==> src/rtl/seq_shifter.sv <==
// Multi-cycle shifter: one bit position per clock, START/BUSY/DONE handshake.
// Modes: logical right, arithmetic right, logical left, rotate right.
module seq_shifter #(
  parameter int N = 8
) (
  input  logic         CLK,
  input  logic         RST,
  input  logic         START,
  input  logic [1:0]   MODE,
  input  logic [N-1:0] A,
  input  logic [N-1:0] B,
  output logic [N-1:0] OUT,
  output logic         CARRY,
  output logic         BUSY,
  output logic         DONE
);

  localparam int LG = $clog2(N);
  localparam int CW = LG + 1;

  localparam logic [1:0] M_LSR = 2'b00;
  localparam logic [1:0] M_ASR = 2'b01;
  localparam logic [1:0] M_LSL = 2'b10;
  localparam logic [1:0] M_ROR = 2'b11;

  typedef enum logic [1:0] {
    S_IDLE  = 2'b00,
    S_SHIFT = 2'b01,
    S_DONE  = 2'b10
  } state_t;

  state_t          state;
  logic [1:0]      mode_q;
  logic [CW-1:0]   cnt_q;
  logic [CW-1:0]   cnt_eff;
  logic            sat;
  logic            accept;

  // N is a power of two, so B >= N exactly when any bit at or above LG is set.
  assign sat = |B[N-1:LG];

  always_comb begin
    cnt_eff = {1'b0, B[LG-1:0]};
    if (MODE != M_ROR && sat) begin
      cnt_eff = CW'(N);
    end
  end

  assign accept = START && (state == S_IDLE || state == S_DONE);

  always_ff @(posedge CLK or posedge RST) begin
    if (RST) begin
      state  <= S_IDLE;
      mode_q <= M_LSR;
      cnt_q  <= '0;
      OUT    <= '0;
      CARRY  <= 1'b0;
      BUSY   <= 1'b0;
      DONE   <= 1'b0;
    end else if (accept) begin
      mode_q <= MODE;
      cnt_q  <= cnt_eff;
      OUT    <= A;
      CARRY  <= 1'b0;
      if (cnt_eff == '0) begin
        state <= S_DONE;
        BUSY  <= 1'b0;
        DONE  <= 1'b1;
      end else begin
        state <= S_SHIFT;
        BUSY  <= 1'b1;
        DONE  <= 1'b0;
      end
    end else begin
      case (state)
        S_SHIFT: begin
          case (mode_q)
            M_LSR: begin
              OUT   <= {1'b0, OUT[N-1:1]};
              CARRY <= OUT[0];
            end
            M_ASR: begin
              OUT   <= {OUT[N-1], OUT[N-1:1]};
              CARRY <= OUT[0];
            end
            M_LSL: begin
              OUT   <= {OUT[N-2:0], 1'b0};
              CARRY <= OUT[N-1];
            end
            M_ROR: begin
              OUT   <= {OUT[0], OUT[N-1:1]};
              CARRY <= OUT[0];
            end
            default: begin
              OUT   <= OUT;
              CARRY <= CARRY;
            end
          endcase
          cnt_q <= cnt_q - 1'b1;
          if (cnt_q == CW'(1)) begin
            state <= S_DONE;
            BUSY  <= 1'b0;
            DONE  <= 1'b1;
          end
        end
        S_DONE: begin
          state <= S_IDLE;
          DONE  <= 1'b0;
        end
        default: begin
          state <= S_IDLE;
          BUSY  <= 1'b0;
          DONE  <= 1'b0;
        end
      endcase
    end
  end

endmodule

==> config.mk <==
export PLATFORM = sky130hd
export DESIGN_NAME = seq_shifter
export DESIGN_NICKNAME = d
export VERILOG_FILES = /design/src/rtl/seq_shifter.sv
export SDC_FILE = /design/constraint.sdc
export NUM_CORES = 1
export LEC_CHECK = 0
export CORE_AREA = 2 2 52 54
export DETAILED_ROUTE_END_ITERATION = 7
export DIE_AREA = 0 0 54 56
export GPL_ROUTABILITY_DRIVEN = 0
export HOLD_SLACK_MARGIN = 0.12
export PLACE_DENSITY = 0.85
export SYNTH_ARGS = -nofsm -noshare
export SYNTH_HDL_FRONTEND = slang
export SYNTH_SLANG_ARGS = --single-unit
export TNS_END_PERCENT = 20
==> constraint.sdc <==
create_clock -name CLK -period 2 [get_ports CLK]
set_input_delay 0.3 -clock CLK [delete_from_list [all_inputs] [get_ports CLK]]
set_output_delay 0.3 -clock CLK [all_outputs]
set_load 0.005 [all_outputs]
==> summary.md, run 1 <==
| Metric | Value |
|---|---|
| Status | finished, final reports clean |
| Final period util | 85.13% |
| Global route overflow | 0 |
| DRT Pass-1 Iters | 4 |
| Die Ht | 56 um |
| Worst ir drop on vdd | 0.0008856 V |
| Reg clk slew, reported paths | 0.11 ns |
| CTS Hold Buffers Added | 0 |
| H-tree levels | 1 |
| Area fraction of the dominant cell type after synthesis | 41.81% |
| Routed Antenna Nets | 0 |
| Crit path time final | 1.703 ns |
| Critical Path End Type | output port |
| Gr usage total | 19.37% |
| Slowest stage delay, CP | 0.57 ns |
| Post-synthesis average cell area | 9.883 um2 |
| Largest family of logic cells by synthesized area | simple AND/OR/NAND/NOR gates |
| Die Wd | 54 um |
| Fin Setup TNS | 0 ns |
| Power Density | 1407 nW/um2 |
| Register area share after synthesis | 41.81% |
| Post-synth EDFFs | 0 |
| Mapped Area | 1077 um2 |
| CP Cell Sequence | clkdlybuf4s50_1 |
| Die footprint | 3024 um2 |
| Leakage | 0.6550 nW |
| Final wirelength | 2574 um |
| Syn nets | 132 |
| Number of I/O port buffers | 31 |
| Max clock buf depth | 2 |
| Proportion of layout cells with a drive suffix above 1 | 7.746% |
| Type of the most critical hold path | input pin to async pin |
| CP max-delay cell | clkdlybuf4s50_1 |
| CP delay by family, top | buffers and inverters |
| CP endpoint | DONE |
| Crit path DAT | 1.40 ns |
| WL/cell | 14.97 um |
| First-pass GRT wire length | 4333 um |
| Slew @ Worst Pin | 0.6795 ns |
| Starting density of the core | 44.29% |
| XOR/XNOR Fraction of Synth Area | 0% |
| Post-CTS Setup Inserts | 0 |
| Yosys reg bits | 18 |
| Top post-synthesis cells by area | dfrtp_1, mux2i_1, nand2_1 |
| Synthesis Warnings | 0 |
| Post-synthesis simple-gate area fraction | 19.16% |
| Nets | 166 |
| Critical Path RT | 1.70 ns |
| Most frequent cell after synthesis | dfrtp_1 |
| PostCTS Resize Cnt | 0 |
| Diode count | 0 |
| IO Count | 32 |
| Count of buffer and inverter cells on the critical path | 1 |
| Setup CP Type | register to output port |
| Clk root buf | clkbuf_4 |
| Number of max-cap violations | 0 |
| Via count | 1,001 |
| Library cells used by synthesis | 37 |
| Clk sinks | 18 |
| DP Area | 1416 um2 |
| Finished Core Util | 59.72% |
| Post-synth ARST share | 100.0% |
| Reg2Reg Depth | 3 |
| Peak Freq | 0.5873 GHz |
| CTS Buf Count | 3 |
| Top_reg_cell synth | dfrtp_1 |
| Setup crit start | DONE |
| Max-slew violation count | 0 |
| TritonCTS clock tree | done |
| DRC violations left | 0 |
| Mux contribution to synthesized area | 15.10% |
| Pin count of the biggest net entering global routing | 19 |
| Max Clock Skew | 0.007266 ns |
| Synth Area in Compound Gates | 16.61% |
| CP Launch Type | register |
| Final Setup Violations | 0 |
| Area of the core | 2432 um2 |
| Vias in the first global route | 985 |
| Clk_lat worst skew | 0.30 ns |
| Post-synth top cells | dfrtp_1, mux2i_1, nand2_1 |
| HPWL after DPL | 2006 um |
| RSZ-0062 raised after global routing | false |
| Syn Inst Count | 109 |
| Final Hold Fails | 0 |
| Initial antenna violation count | 0 |
| Slew Limit Headroom | 54.65% |
| Drt initial violations | 14 |
| Synth area leader | dfrtp_1 |
| Syn-to-layout area delta | 34.84% |
| Fin area | 1453 um2 |
| Synth Area in Adders | 2.323% |
| R2R Setup Slk | 0.40 ns |
| Std cell rows | 18 |
| Drt via density | 5.820 |
| Crit Path Max Fanout | 9 |
| FF-to-FF Start | state[0] |
| RR Endpoint | cnt_q[1] |
| Crit path depth | 1 |
sequential cells by signal, indices dropped and copies added, names as in the netlist:
signal	count
OUT	8
cnt_q	4
mode_q	2
BUSY	1
CARRY	1
DONE	1
state	1
per-layer routing:
layer	GRT usage [%]	routed length (um)
met1	25.08	1092
met2	31.88	1298
met5	0	0
met3	2.419	151
met4	7.500	31
report_power, final:
group | internal, mW | total [mW] | switching [mW]
Sequential | 0.543 | 0.770 | 0.227
Clock | 0.111 | 0.226 | 0.115
Combinational | 0.601 | 1.05 | 0.446
kinds of logic (layout without fill, tap and decap cells):
logic type,count (synthesis),after routing
adder cells (fa/ha/maj),2,2
buffers and inverters,11,44
AO/OA/AOI/OAI,26,26
flip-flops,18,18
multiplexers,16,16
AND/OR/NAND/NOR,36,36
through the flow:
| step | total power, mW | setup slack, ns | instances | hold slack, ns |
|---|---|---|---|---|
| floorplan | 1.401 | 0.5526 | 109 | 0.2386 |
| global placement | 1.769 | 0.2600 | 168 | 0.4837 |
| detailed placement | 1.825 | 0.1705 | 168 | 0.4894 |
| CTS | 2.053 | 0.2973 | 172 | 0.4125 |
| global route | 2.218 | 0.2507 | 172 | 0.4442 |
| finish | 2.044 | 0.2973 | 172 | 0.3868 |
layout make-up:
cell class / instances / area, um2
clock buffer: 4 / 36.28
fill: 221 / 979.7
inverter: 6 / 22.52
multi-input combinational: 80 / 573.1
sequential: 18 / 450.4
tap: 30 / 37.54
timing repair buffer: 34 / 332.8
worst min-delay path by stage:
stage                     slack (ns)  endpoint  cells past startpoint
after global routing            0.44  cnt_q[0]                      2
after global placement          0.48     CARRY                      1
final                           0.39      DONE                      2
after floorplan                 0.24      BUSY                      1
after CTS                       0.41  cnt_q[2]                      2
after detailed placement        0.49     CARRY                      1
cell usage in the layout (no fill, tap or decap), types with 2 or more instances in the layout:
master,instances
a211oi_1,3
a21oi_1,2
a221o_1,2
a31oi_1,2
and3b_1,2
buf_4,3
clkbuf_4,3
clkdlybuf4s50_1,31
dfrtp_1,18
ha_1,2
inv_1,6
mux2_2,2
mux2i_1,14
nand2_1,11
nand2b_1,3
nand3_1,2
nor2_1,4
nor2b_1,3
nor3_1,3
o21ai_0,4
o22ai_1,5
Note: power is estimated with default switching activity, not from simulation.
==> inputs of run 2 (changes only) <==
--- a/config.mk
+++ b/config.mk
@@ -9,6 +9,7 @@
 export DETAILED_ROUTE_END_ITERATION = 7
 export DIE_AREA = 0 0 54 56
 export GPL_ROUTABILITY_DRIVEN = 0
+export GPL_TIMING_DRIVEN = 0
 export HOLD_SLACK_MARGIN = 0.12
 export PLACE_DENSITY = 0.85
 export SYNTH_ARGS = -nofsm -noshare
==> run 2 against run 1 <==
Against the previous run: non-clock buffer count grew 1; sequential cell count is the same; utilization down 0.051 points; wire length rose by 5.1%; sequential power shrank 3.8%; cell area is essentially flat; worst setup slack improved by 0.017 ns; sequential share of layout area is essentially flat; count of clock-buffer cells in the layout is the same; worst hold slack about the same; total power is 1.2% higher; largest cell class unchanged; largest power group unchanged.
==> summary.md, run 2 (synthesis gave the netlist of run 1 again) <==
| Metric | Value |
|---|---|
| CP Cell Sequence | clkdlybuf4s50_1 (unchanged) |
| Die Wd | 54 um (unchanged) |
| Crit path time final | 1.686 ns (was 1.703 ns) |
| Final Setup Violations | 0 (unchanged) |
| CTS Buf Count | 3 (unchanged) |
| Critical Path End Type | output port (unchanged) |
| H-tree levels | 1 (unchanged) |
| Via count | 988 (was 1,001) |
| Area of the core | 2432 um2 (unchanged) |
| Die Ht | 56 um (unchanged) |
| CP delay by family, top | buffers and inverters (unchanged) |
| Syn-to-layout area delta | 34.73% (was 34.84%) |
| Wire length on met3 | 195 um (was 151 um) |
| Number of flip-flops in the largest register | 8 (unchanged) |
| Fin Setup TNS | 0 ns (unchanged) |
| Final wirelength | 2704 um (was 2574 um) |
| CTS Hold Buffers Added | 0 (unchanged) |
| Largest regs | OUT x8, cnt_q x4, mode_q x2 (unchanged) |
| DP Area | 1415 um2 (was 1416 um2) |
| Status | finished, final reports clean (unchanged) |
| Max Clock Skew | 0.002950 ns (was 0.007266 ns) |
| Type of the most critical hold path | input pin to async pin (unchanged) |
| Worst ir drop on vdd | 0.0008143 V (was 0.0008856 V) |
| HPWL after DPL | 2034 um (was 2006 um) |
| IO Count | 32 (unchanged) |
| Setup CP Type | register to output port (unchanged) |
| CP max-delay cell | clkdlybuf4s50_1 (unchanged) |
| Final period util | 84.31% (was 85.13%) |
| Max clock buf depth | 2 (unchanged) |
| Slowest stage delay, CP | 0.56 ns (was 0.57 ns) |
| Reg clk slew, reported paths | 0.11 ns (about the same) |
| Power Density | 1425 nW/um2 (was 1407 nW/um2) |
| Fin area | 1451 um2 (was 1453 um2) |
| WL met1 | 1145 um (was 1092 um) |
| Slew @ Worst Pin | 0.6823 ns (was 0.6795 ns) |
| Leakage | 0.6553 nW (was 0.6550 nW) |
| DRC violations left | 0 (unchanged) |
| Proportion of layout cells with a drive suffix above 1 | 8.392% (was 7.746%) |
| # fillers | 216 (was 221) |
| Initial antenna violation count | 0 (unchanged) |
| Final Hold Fails | 0 (unchanged) |
| Number of I/O port buffers | 30 (was 31) |
| Critical Path RT | 1.70 ns (about the same) |
| Biggest register | OUT (unchanged) |
| Nets | 167 (was 166) |
| Hold slack | 0.3864 ns (was 0.3868 ns) |
| CP Launch Type | register (unchanged) |
| Crit path DAT | 1.39 ns (was 1.40 ns) |
| Clk root buf | clkbuf_4 (unchanged) |
| Uppermost layer routed | met4 (unchanged) |
| Std cell rows | 18 (unchanged) |
| DRT Pass-1 Iters | 4 (unchanged) |
| Starting density of the core | 44.29% (unchanged) |
| Count of buffer and inverter cells on the critical path | 1 (unchanged) |
| Slew Limit Headroom | 54.46% (was 54.65%) |
| Commonest cells after routing, fill and taps aside | clkdlybuf4s50_1, dfrtp_1, mux2i_1, nand2_1, inv_1 (unchanged) |
| Crit Path Max Fanout | 9 (unchanged) |
| PnR Total Power | 2.068 mW (was 2.044 mW) |
| Die footprint | 3024 um2 (unchanged) |
| First-pass GRT wire length | 4485 um (was 4333 um) |
| Gr usage total | 19.69% (was 19.37%) |
| Clk sinks | 18 (unchanged) |
| Number of max-cap violations | 0 (unchanged) |
| Vias in the first global route | 1,019 (was 985) |
| TritonCTS clock tree | done (unchanged) |
| Drt via density | 5.711 (was 5.820) |
| Diode count | 0 (unchanged) |
| Clk_lat worst skew | 0.30 ns (about the same) |
| Peak Freq | 0.5931 GHz (was 0.5873 GHz) |
| Pin count of the biggest net entering global routing | 19 (unchanged) |
| RSZ-0062 raised after global routing | false (unchanged) |
| Routed Antenna Nets | 0 (unchanged) |
| Max-slew violation count | 0 (unchanged) |
| Drt initial violations | 28 (was 14) |
| WL/cell | 15.63 um (was 14.97 um) |
| Met2 routed wirelength | 1329 um (was 1298 um) |
| Commonest non-fill, non-tap cell in the layout | clkdlybuf4s50_1 (unchanged) |
| Post-CTS Setup Inserts | 0 (unchanged) |
| PostCTS Resize Cnt | 0 (unchanged) |
| Global route overflow | 0 (unchanged) |
==> run 2: changes by cell type in the layout (fill, tap and decap cells not counted), sizes merged <==
cell,previous run,this run
clkdlybuf4s50,31,30
buf,3,4
clkbuf,4,5
==> run 2: layer usage <==
layer  vias up  global-route usage [%]
met1       462                   25.55
met2        48                   31.36
met3         6                   3.226
li1        472                       -
met4         0                   8.571
met5         -                       0
==> run 2: worst paths after layout <==
path                           from  endpoint  slack, ns  cells past startpoint
min                             RST  cnt_q[1]       0.39                      2
max                            DONE      DONE       0.31                      1
max reg2reg                cnt_q[1]      BUSY       0.44                      5
max in group asynchronous       RST    OUT[7]       1.18                      2
min reg2reg                   CARRY     CARRY       0.51                      1
min in group CLK              START    OUT[4]       0.39                      3
==> run 2: layout make-up <==
cell class | count | area [um2] | area share, %
multi-input combinational | 80 | 573.1 | 39.48
sequential | 18 | 450.4 | 31.03
timing repair buffer | 30 | 300.3 | 20.69
tap | 30 | 37.54 | 2.586
clock buffer | 4 | 36.28 | 2.500
buffer | 5 | 31.28 | 2.155
inverter | 6 | 22.52 | 1.552
==> run 2: report_power, final <==
group	internal, mW	switching (mW)	total, mW
logic	0.609	0.484	1.09
clock network	0.111	0.122	0.233
registers	0.543	0.198	0.741
==> run 2: through the flow <==
step / instances / setup WS (ns) / util, %
after floorplan: 109 / 0.5526 / -
after global placement: 169 / 0.2301 / 58.18
after detailed placement: 169 / 0.2001 / 58.18
after CTS: 173 / 0.3219 / 59.67
after global routing: 173 / 0.2509 / 59.67
final: 173 / 0.3139 / 59.67
==> RTL edit, RTL diff (config.mk and constraints of run 2) <==
`N`: 8 -> 4.
--- a/src/rtl/seq_shifter.sv
+++ b/src/rtl/seq_shifter.sv
@@ -1,7 +1,7 @@
 // Multi-cycle shifter: one bit position per clock, START/BUSY/DONE handshake.
 // Modes: logical right, arithmetic right, logical left, rotate right.
 module seq_shifter #(
-  parameter int N = 8
+  parameter int N = 4
 ) (
   input  logic         CLK,
   input  logic         RST,
Interface: changed (resized A, B and OUT); port bits go from 32 to 20. No check against the original RTL was run, so the function may have changed too.
==> RTL edit against run 2 <==
- first-iteration DRC count decreased by 61%
- area after synthesis decreased by 34%
- cell area decreased by 34%
- critical path type unchanged
- via count decreased by 34%
- synthesized cell count decreased by 32%
- non-clock buffer count decreased by 13
- count of clock-buffer cells in the layout unchanged
- setup slack improved by 0.14 ns
- sequential cell count decreased by 5
- wire length decreased by 38%
- total power decreased by 33%
- die area unchanged
==> RTL edit: results (changes against run 2) <==
[detailed_routing]
met1_length_um=759  ; -34%
num_vias=652  ; -34%
route.met3.wl_um=110  ; -44%
wl_met2_um=786  ; -41%
top_layer_used=met4
wire_per_inst_um=13.1  ; -16%
first_iter_violations=11  ; -61%

[setup_path]
endpoint=OUT[2]
slowest_delay_ns=0.53  ; -0.03 ns
cp.arrival_ns=1.25  ; -0.14 ns
crit_start=OUT[2]$_DFFE_PP0P_
rr_worst_depth=4  ; -1
r2r-start=state[0]$_DFFE_PP0P_
r2r_slack_ns=0.55  ; +0.11 ns
r2r_end=cnt_q[1]$_DFFE_PP0P_
critPathMaxFanout=5  ; -4

[power_and_ir_drop]
vdd_ir_drop_max_mv=0.798  ; -1.9%
leakagePower_nw=0.421  ; -36%

[synthesis]
synthTopCellsByArea=dfrtp_1, nand2_1, mux2i_1
syn-num-nets=89  ; -33%
yosysSeqAreaShare_pct=46.0  ; +4.2 points
synth-compound-area-share_pct=14.3  ; -2.3 points
syn-mean-instance-area_um2=9.55  ; -3.3%
yosysWarningCount=0  ; unchanged
ys_top_cells_by_count=dfrtp_1, nand2_1, nand3_1
synth_xor_area_share_pct=0  ; unchanged
yosysUniqueCellTypes=27  ; -27%
synthMuxAreaShare_pct=7.26  ; -7.8 points
synth_fa_ha_area_share_pct=3.54  ; +1.2 points

[layout]
nets=113  ; -32%
drive_above_1_share_pct=8.25  ; -0.14 points
fin_cells=127  ; -27%
reg.largest.list=OUT (4), cnt_q (3), mode_q (2)

[sta]
worst_slew_pin_slew_ns=0.517  ; -0.165 ns
finClkSkew_ns=0.00389  ; +0.000940 ns
period_share_pct=77.3  ; -7.0 points

[clock_tree]
root_buffer=clkbuf_4
cts_resized=0  ; unchanged
htree_num_levels=1  ; unchanged
path_clk_slew_ns=0.08  ; -0.03 ns

[grt]
grt_pass1_vias=637  ; -37%
grtUsageMet1_pct=15.9  ; -9.6 points
gr-usage-met3_pct=5.38  ; +2.2 points
grt_pass1_wl_mm=2.79  ; -38%
globalRouteMet2Util_pct=18.1  ; -13 points
grt_use_total_pct=12.7  ; -7.0 points
grt_max_degree=14  ; -5
antenna_found_initial=0  ; unchanged

[place]
post_dp_cell_area_um2=935  ; -34%
dp.cells=123  ; -27%
hpwl_mm=1.22  ; -40%
pre_cts_slack_ns=0.219  ; +0.0185 ns
port-buffer-count=19  ; -37%

[run_status]
status=finished, final reports clean

-- RTL edit: cell count changes after synthesis, moves of 3 or more --
| cell | run 2 | this run |
|---|---|---|
| o21ai_0 | 4 | 1 |
| a211oi_1 | 3 | 0 |
| nor3_1 | 3 | 0 |
| nand3_1 | 2 | 6 |
| buf_4 | 3 | 0 |
| dfrtp_1 | 18 | 13 |
| mux2i_1 | 14 | 4 |
| o22ai_1 | 5 | 0 |
-- RTL edit: how the worst min path moves through the flow --
| stage | slack, ns | cells after the start | endpoint | startpoint |
|---|---|---|---|---|
| finish | 0.34 | 2 | state[0]$_DFFE_PP0P_ | RST |
| global route | 0.39 | 2 | cnt_q[2]$_DFFE_PP0P_ | RST |
| global placement | 0.48 | 1 | CARRY$_DFFE_PP0P_ | CARRY$_DFFE_PP0P_ |
| floorplan | 0.18 | 1 | BUSY$_DFFE_PP0P_ | RST |
| detailed placement | 0.50 | 1 | CARRY$_DFFE_PP0P_ | CARRY$_DFFE_PP0P_ |
| CTS | 0.35 | 2 | CARRY$_DFFE_PP0P_ | RST |
-- RTL edit: cell families (layout without fill, tap and decap cells) --
group                    Yosys count  count (layout)
adder cells (fa/ha/maj)            2               2
AND/OR/NAND/NOR                   33              33
AO/OA/AOI/OAI                     14              14
flip-flops                        13              13
multiplexers                       5               5
buffers and inverters              7              30
-- RTL edit: cell type report --
type	count	area (µm²)
fillers	260	1470
multi-input cells	54	347
flip-flops and latches	13	325
repair buffers	19	190
well taps	30	37.5
clock buffers	4	26.3
plain buffers	3	20.0
inverters	4	15.0
-- RTL edit: where the power goes --
group          internal, mW  switching (mW)
Clock                0.0776          0.0940
Combinational         0.371           0.308
Sequential            0.391           0.133
